File: src/rtl/dm9000a_iow.sv
// DM9000A register-write bus engine: one index/data pair per start request,
// driven out as an index write (CMD=0) followed by a data write (CMD=1).
module dm9000a_iow #(
  parameter int unsigned TSU  = 1,  // setup cycles before IOW# falls
  parameter int unsigned TPW  = 2,  // IOW# low cycles
  parameter int unsigned THD  = 1,  // hold cycles after IOW# rises
  parameter int unsigned TGAP = 2   // idle cycles between index and data phases
) (
  input  logic        iDm9000aClk,
  input  logic        iReset,
  input  logic        iRunStart,
  input  logic [15:0] iReg,
  input  logic [15:0] iData,
  output logic        oRunEnd,
  output logic        oBusy,
  output logic        oCs_n,
  output logic        oCmd,
  output logic        oIow_n,
  output logic        oIor_n,
  output logic [15:0] oSd,
  output logic        oSdOe
);

  localparam int unsigned CntW  = 8;
  localparam int unsigned DataW = 16;

  typedef enum logic [3:0] {
    Idle  = 4'd0,
    IdxSu = 4'd1,
    IdxPw = 4'd2,
    IdxHd = 4'd3,
    Gap   = 4'd4,
    DatSu = 4'd5,
    DatPw = 4'd6,
    DatHd = 4'd7,
    Done  = 4'd8
  } stateT;

  stateT            state;
  stateT            nextState;
  logic [CntW-1:0]  cnt;
  logic [CntW-1:0]  cntLoad;
  logic [DataW-1:0] regLatch;
  logic [DataW-1:0] dataLatch;

  logic             runEndNext;
  logic             busyNext;
  logic             csNNext;
  logic             cmdNext;
  logic             iowNNext;
  logic [DataW-1:0] sdNext;
  logic             sdOeNext;

  // State register and per-state down counter (reloaded on every state change)
  always_ff @(posedge iDm9000aClk or posedge iReset) begin
    if (iReset) begin
      state <= Idle;
      cnt   <= '0;
    end else begin
      state <= nextState;
      if (nextState != state) begin
        cnt <= cntLoad;
      end else if (cnt != '0) begin
        cnt <= cnt - CntW'(1);
      end
    end
  end

  // Next-state: timed states advance when the counter expires
  always_comb begin
    nextState = state;
    cntLoad   = '0;
    unique case (state)
      Idle:    if (iRunStart) nextState = IdxSu;
      IdxSu:   if (cnt == '0) nextState = IdxPw;
      IdxPw:   if (cnt == '0) nextState = IdxHd;
      IdxHd:   if (cnt == '0) nextState = Gap;
      Gap:     if (cnt == '0) nextState = DatSu;
      DatSu:   if (cnt == '0) nextState = DatPw;
      DatPw:   if (cnt == '0) nextState = DatHd;
      DatHd:   if (cnt == '0) nextState = iRunStart ? Done : Idle;
      Done:    if (!iRunStart) nextState = Idle;
      default: nextState = Idle;
    endcase
    unique case (nextState)
      IdxSu, DatSu: cntLoad = CntW'(TSU - 1);
      IdxPw, DatPw: cntLoad = CntW'(TPW - 1);
      IdxHd, DatHd: cntLoad = CntW'(THD - 1);
      Gap:          cntLoad = CntW'(TGAP - 1);
      default:      cntLoad = '0;
    endcase
  end

  // Output decode from the upcoming state so the pins register in step with it
  always_comb begin
    runEndNext = 1'b0;
    busyNext   = (nextState != Idle);
    csNNext    = 1'b1;
    cmdNext    = 1'b0;
    iowNNext   = 1'b1;
    sdNext     = oSd;
    sdOeNext   = 1'b0;
    unique case (nextState)
      IdxSu, IdxPw, IdxHd: begin
        csNNext  = 1'b0;
        sdOeNext = 1'b1;
        iowNNext = (nextState != IdxPw);
        // On the accept edge the latch is still loading, so take the input
        sdNext   = (state == Idle) ? iReg : regLatch;
      end
      DatSu, DatPw, DatHd: begin
        csNNext  = 1'b0;
        cmdNext  = 1'b1;
        sdOeNext = 1'b1;
        iowNNext = (nextState != DatPw);
        sdNext   = dataLatch;
      end
      Done:    runEndNext = 1'b1;
      default: ;
    endcase
  end

  // Request latches, loaded only when a request is accepted in Idle
  always_ff @(posedge iDm9000aClk or posedge iReset) begin
    if (iReset) begin
      regLatch  <= '0;
      dataLatch <= '0;
    end else if (state == Idle && iRunStart) begin
      regLatch  <= iReg;
      dataLatch <= iData;
    end
  end

  // Registered bus pins and handshake outputs
  always_ff @(posedge iDm9000aClk or posedge iReset) begin
    if (iReset) begin
      oRunEnd <= 1'b0;
      oBusy   <= 1'b0;
      oCs_n   <= 1'b1;
      oCmd    <= 1'b0;
      oIow_n  <= 1'b1;
      oIor_n  <= 1'b1;
      oSd     <= '0;
      oSdOe   <= 1'b0;
    end else begin
      oRunEnd <= runEndNext;
      oBusy   <= busyNext;
      oCs_n   <= csNNext;
      oCmd    <= cmdNext;
      oIow_n  <= iowNNext;
      oIor_n  <= 1'b1;
      oSd     <= sdNext;
      oSdOe   <= sdOeNext;
    end
  end

endmodule

File: config.mk
export PLATFORM = sky130hd
export DESIGN_NAME = dm9000a_iow
export DESIGN_NICKNAME = d
export VERILOG_FILES = /design/src/rtl/dm9000a_iow.sv
export SDC_FILE = /design/constraint.sdc
export NUM_CORES = 1
export LEC_CHECK = 0
export CAP_MARGIN = 5
export CORE_ASPECT_RATIO = 2
export CORE_MARGIN = 5
export CORE_UTILIZATION = 35
export DETAILED_ROUTE_END_ITERATION = 8
export SLEW_MARGIN = 20
export SYNTH_ARGS = -nofsm -noshare
export SYNTH_HDL_FRONTEND = slang
export SYNTH_SLANG_ARGS = --single-unit
File: constraint.sdc
create_clock -name iDm9000aClk -period 2.8 [get_ports iDm9000aClk]
set_input_delay 0.7 -clock iDm9000aClk [delete_from_list [all_inputs] [get_ports iDm9000aClk]]
set_output_delay 0.7 -clock iDm9000aClk [all_outputs]
set_load 0.05 [all_outputs]
==> impl_results.md <==
* Core area at 8650 µm²
* WP data arrival at approximately 2.6 ns
* FP Rows at 48
* Synthesized area at around 3100 µm²
* Yosys top cell by area: dfrtp_1
* Largest net degree at the start of global routing at 38
* Peak Freq at 0.415 GHz
* Final hold vios at 0
* Pre-CTS WS at 0.390 ns
* Final Util at 0.476
* Met3 Use GR at 0.0316
* Gpl congestion at 0.803
* DIE HEIGHT at 143 µm
* Fraction of layout cells with a size suffix above 1 at 0.231
* Via count at ~2.2k
* Crit Reg-Reg Startpoint: cnt[0]$_DFFE_PP0P_
* IO Pins at a little under 60
* Net Count, Synth at 295
* Layout Cells excl Fill at 425
* Share of the synthesized area in the top cell type at 0.516
* EDFF count, synth at 0
* Tightest Pin Transition at just over 0.8 ns
* Area after DPL at 3800 µm²
* Detailed Route Iter0 Violations at 132
* Max Slew Vio Count at 0
* # Max-Cap Violations at 0
* I/O Buffers at 56
* Ranking of synthesized cells by area: dfrtp_1, mux2_2, mux2i_1
* Number of global-route vias before repair at 2318
* Worst Path Max Fanout at 17
* Sequential area share after synthesis at 0.533
* Hold Path Class: reg -> reg
* Crit. Startpoint: cnt[0]$_DFFE_PP0P_
* Nature of the critical path endpoint: register
* Worst Hold Launch: oSd[0]$_DFFE_PP0P_
* Final instance area at 4120 µm²
* Setup bufs post-CTS at 0
* Seq cells post-synth at between 60 and 70
* Synth warnings at 0
* Die W at ~77 µm
* Synthesized instance count at 259
* GR Layer Usage met2 at 0.258
* Detailed Route WL at 7.03 mm
* Setup TNS at 0 ns
* Setup Skew at 0.00545 ns
* Kind of critical path: reg -> reg
* Final Setup Violations at 0
* Worst setup margin at 0.389 ns
* N_diodes at 0
* Gr busiest metal: met2
* Initial Utilization at 0.359
* Leak Pwr at 0.00172 µW
* Gr ovfl total at 0
* Initial antenna violation count at 0
* Total CTS buffers at 9
* Slew margin rel. at 0.450
* CTS tree: built
* Die area at 11000 µm²
* Hold-fix buffers, CTS at 0
* Vias per Instance at between 5 and 6
* Peak supply drop at 0.000478 V
* Hpwl dp at 5.15 mm
* Final nets at 356
* Clock sink count at 66
* P per Cell Area at 1290 nW/µm²
* Critical Path RT at 3.01 ns
* CTS clk-pin slew, worst paths at around 0.05 ns
* Main synth FF type: dfrtp_1
* Ratio of final minimum period to clock period at 0.861
* CP Launch Type: register
* H-Tree Depth at 3
* Area Growth Syn to Fin at 32.6%
* Min Tclk post-route at approximately 2.4 ns
* Post-synth cell types at 46
* Syn Area/Cell at 12.0 µm²
* Post-route ant nets at 0
* Post-cts sizing count at 0
* Cells after DPL at 409
* Global-route met1 utilization at 0.141
* Clk buf depth at 2
* RSZ-0062 raised after global routing: no
* FFs w/ async S/R, synth at 1.00
* Drt wl/cell at approximately 17 µm
* First-pass GRT wire length at 11.6 mm
* Root buf cell: clkbuf_16
* TritonRoute pass-1 iters at 4
* GRT Overall Usage at 0.138
* Status: finished clean
* # DRC at 0
* Worst-Skew Late Latency at ~0.33 ns
state kept, by name (all words and copies together), names as in the netlist:
signal	cells
oSdOe	1
oCmd	1
oCs_n	1
cnt	8
dataLatch	16
oIow_n	1
oRunEnd	1
state	4
oBusy	1
oSd	16
regLatch	16
cells in the mapped netlist, drive strengths merged, types with 3 or more instances:
library cell	count
a21oi	19
nor2	30
mux2i	19
buf	7
nor4	3
clkbuf	9
nand2b	3
or3	3
mux2	48
dfrtp	64
xnor2	4
inv	5
and3	3
nand2	10
critical path, cell delays in order (launching register included):
cell      delay, ns
dfrtp_1        0.42
inv_1          0.10
ha_1           0.26
or4b_4         0.52
o311ai_2       0.30
nand2_2        0.12
inv_4          0.20
mux2_2         0.36
where the power goes:
group | total, µW | internal [µW] | switching (µW)
combinational | 2360 | 1060 | 1300
clock | 1190 | 799 | 388
sequential | 1770 | 1430 | 335
total | 5320 | 3290 | 2020
layout make-up:
type	instances	area [µm²]
clock inverters	5	77.6
repair buffers	66	648
flip-flops and latches	66	1650
well taps	100	125
multi-input cells	172	1350
clock buffers	11	243
fillers	824	4530
inverters	5	21.3
path summary, 6_finish.rpt:
check	cells after the start	to	slack (ns)
max	7	oSd[13]$_DFFE_PP0P_	0.39
min	1	oSd[0]$_DFFE_PP0P_	0.49
max reg2reg	7	oSd[13]$_DFFE_PP0P_	0.39
min in group asynchronous	2	dataLatch[1]$_DFFE_PP0P_	0.86
max in group asynchronous	3	regLatch[12]$_DFFE_PP0P_	1.30
min reg2reg	1	oSd[0]$_DFFE_PP0P_	0.49
layer usage:
| layer | up-vias | wire [µm] |
|---|---|---|
| met5 | - | 0 |
| met4 | 0 | 138 |
| met3 | 10 | 232 |
| met2 | 42 | 4030 |
| met1 | 1082 | 2630 |
| li1 | 1028 | - |
metrics by stage:
step	power [µW]	hold slack, ns
2_1_floorplan	3470	0.479
3_3_place_gp	4120	0.474
3_5_place_dp	4180	0.486
4_1_cts	5400	0.505
5_1_grt	5670	0.518
6_report	5320	0.494
kinds of logic after synthesis:
kind of cell	after synthesis	share of synthesized area
AO/OA/AOI/OAI	31	0.0641
buffers and inverters	21	0.0326
flip-flops	66	0.533
AND/OR/NAND/NOR	66	0.113
other	1	0.00121
multiplexers	67	0.235
adder cells (fa/ha/maj)	1	0.00403
XOR/XNOR	6	0.0169
cell usage in the layout (no fill, tap or decap), types with 2 or more instances in the layout:
| master | count |
|---|---|
| dfrtp_1 | 64 |
| and3_1 | 3 |
| clkdlybuf4s50_1 | 56 |
| nor2b_1 | 2 |
| xnor2_1 | 4 |
| dfstp_2 | 2 |
| o21ai_0 | 2 |
| clkinv_2 | 2 |
| buf_4 | 9 |
| clkbuf_16 | 9 |
| or3_1 | 3 |
| nor3_1 | 2 |
| nand3b_1 | 2 |
| and2_1 | 2 |
| a21oi_1 | 18 |
| nor2_1 | 30 |
| inv_1 | 3 |
| nand2b_1 | 3 |
| mux2_1 | 9 |
| nor4_1 | 2 |
| nand2_1 | 8 |
| bufinv_16 | 2 |
| mux2_2 | 39 |
| xor2_1 | 2 |
| nand2_2 | 2 |
| mux2i_1 | 19 |
Power figures use the tool's default switching activity.
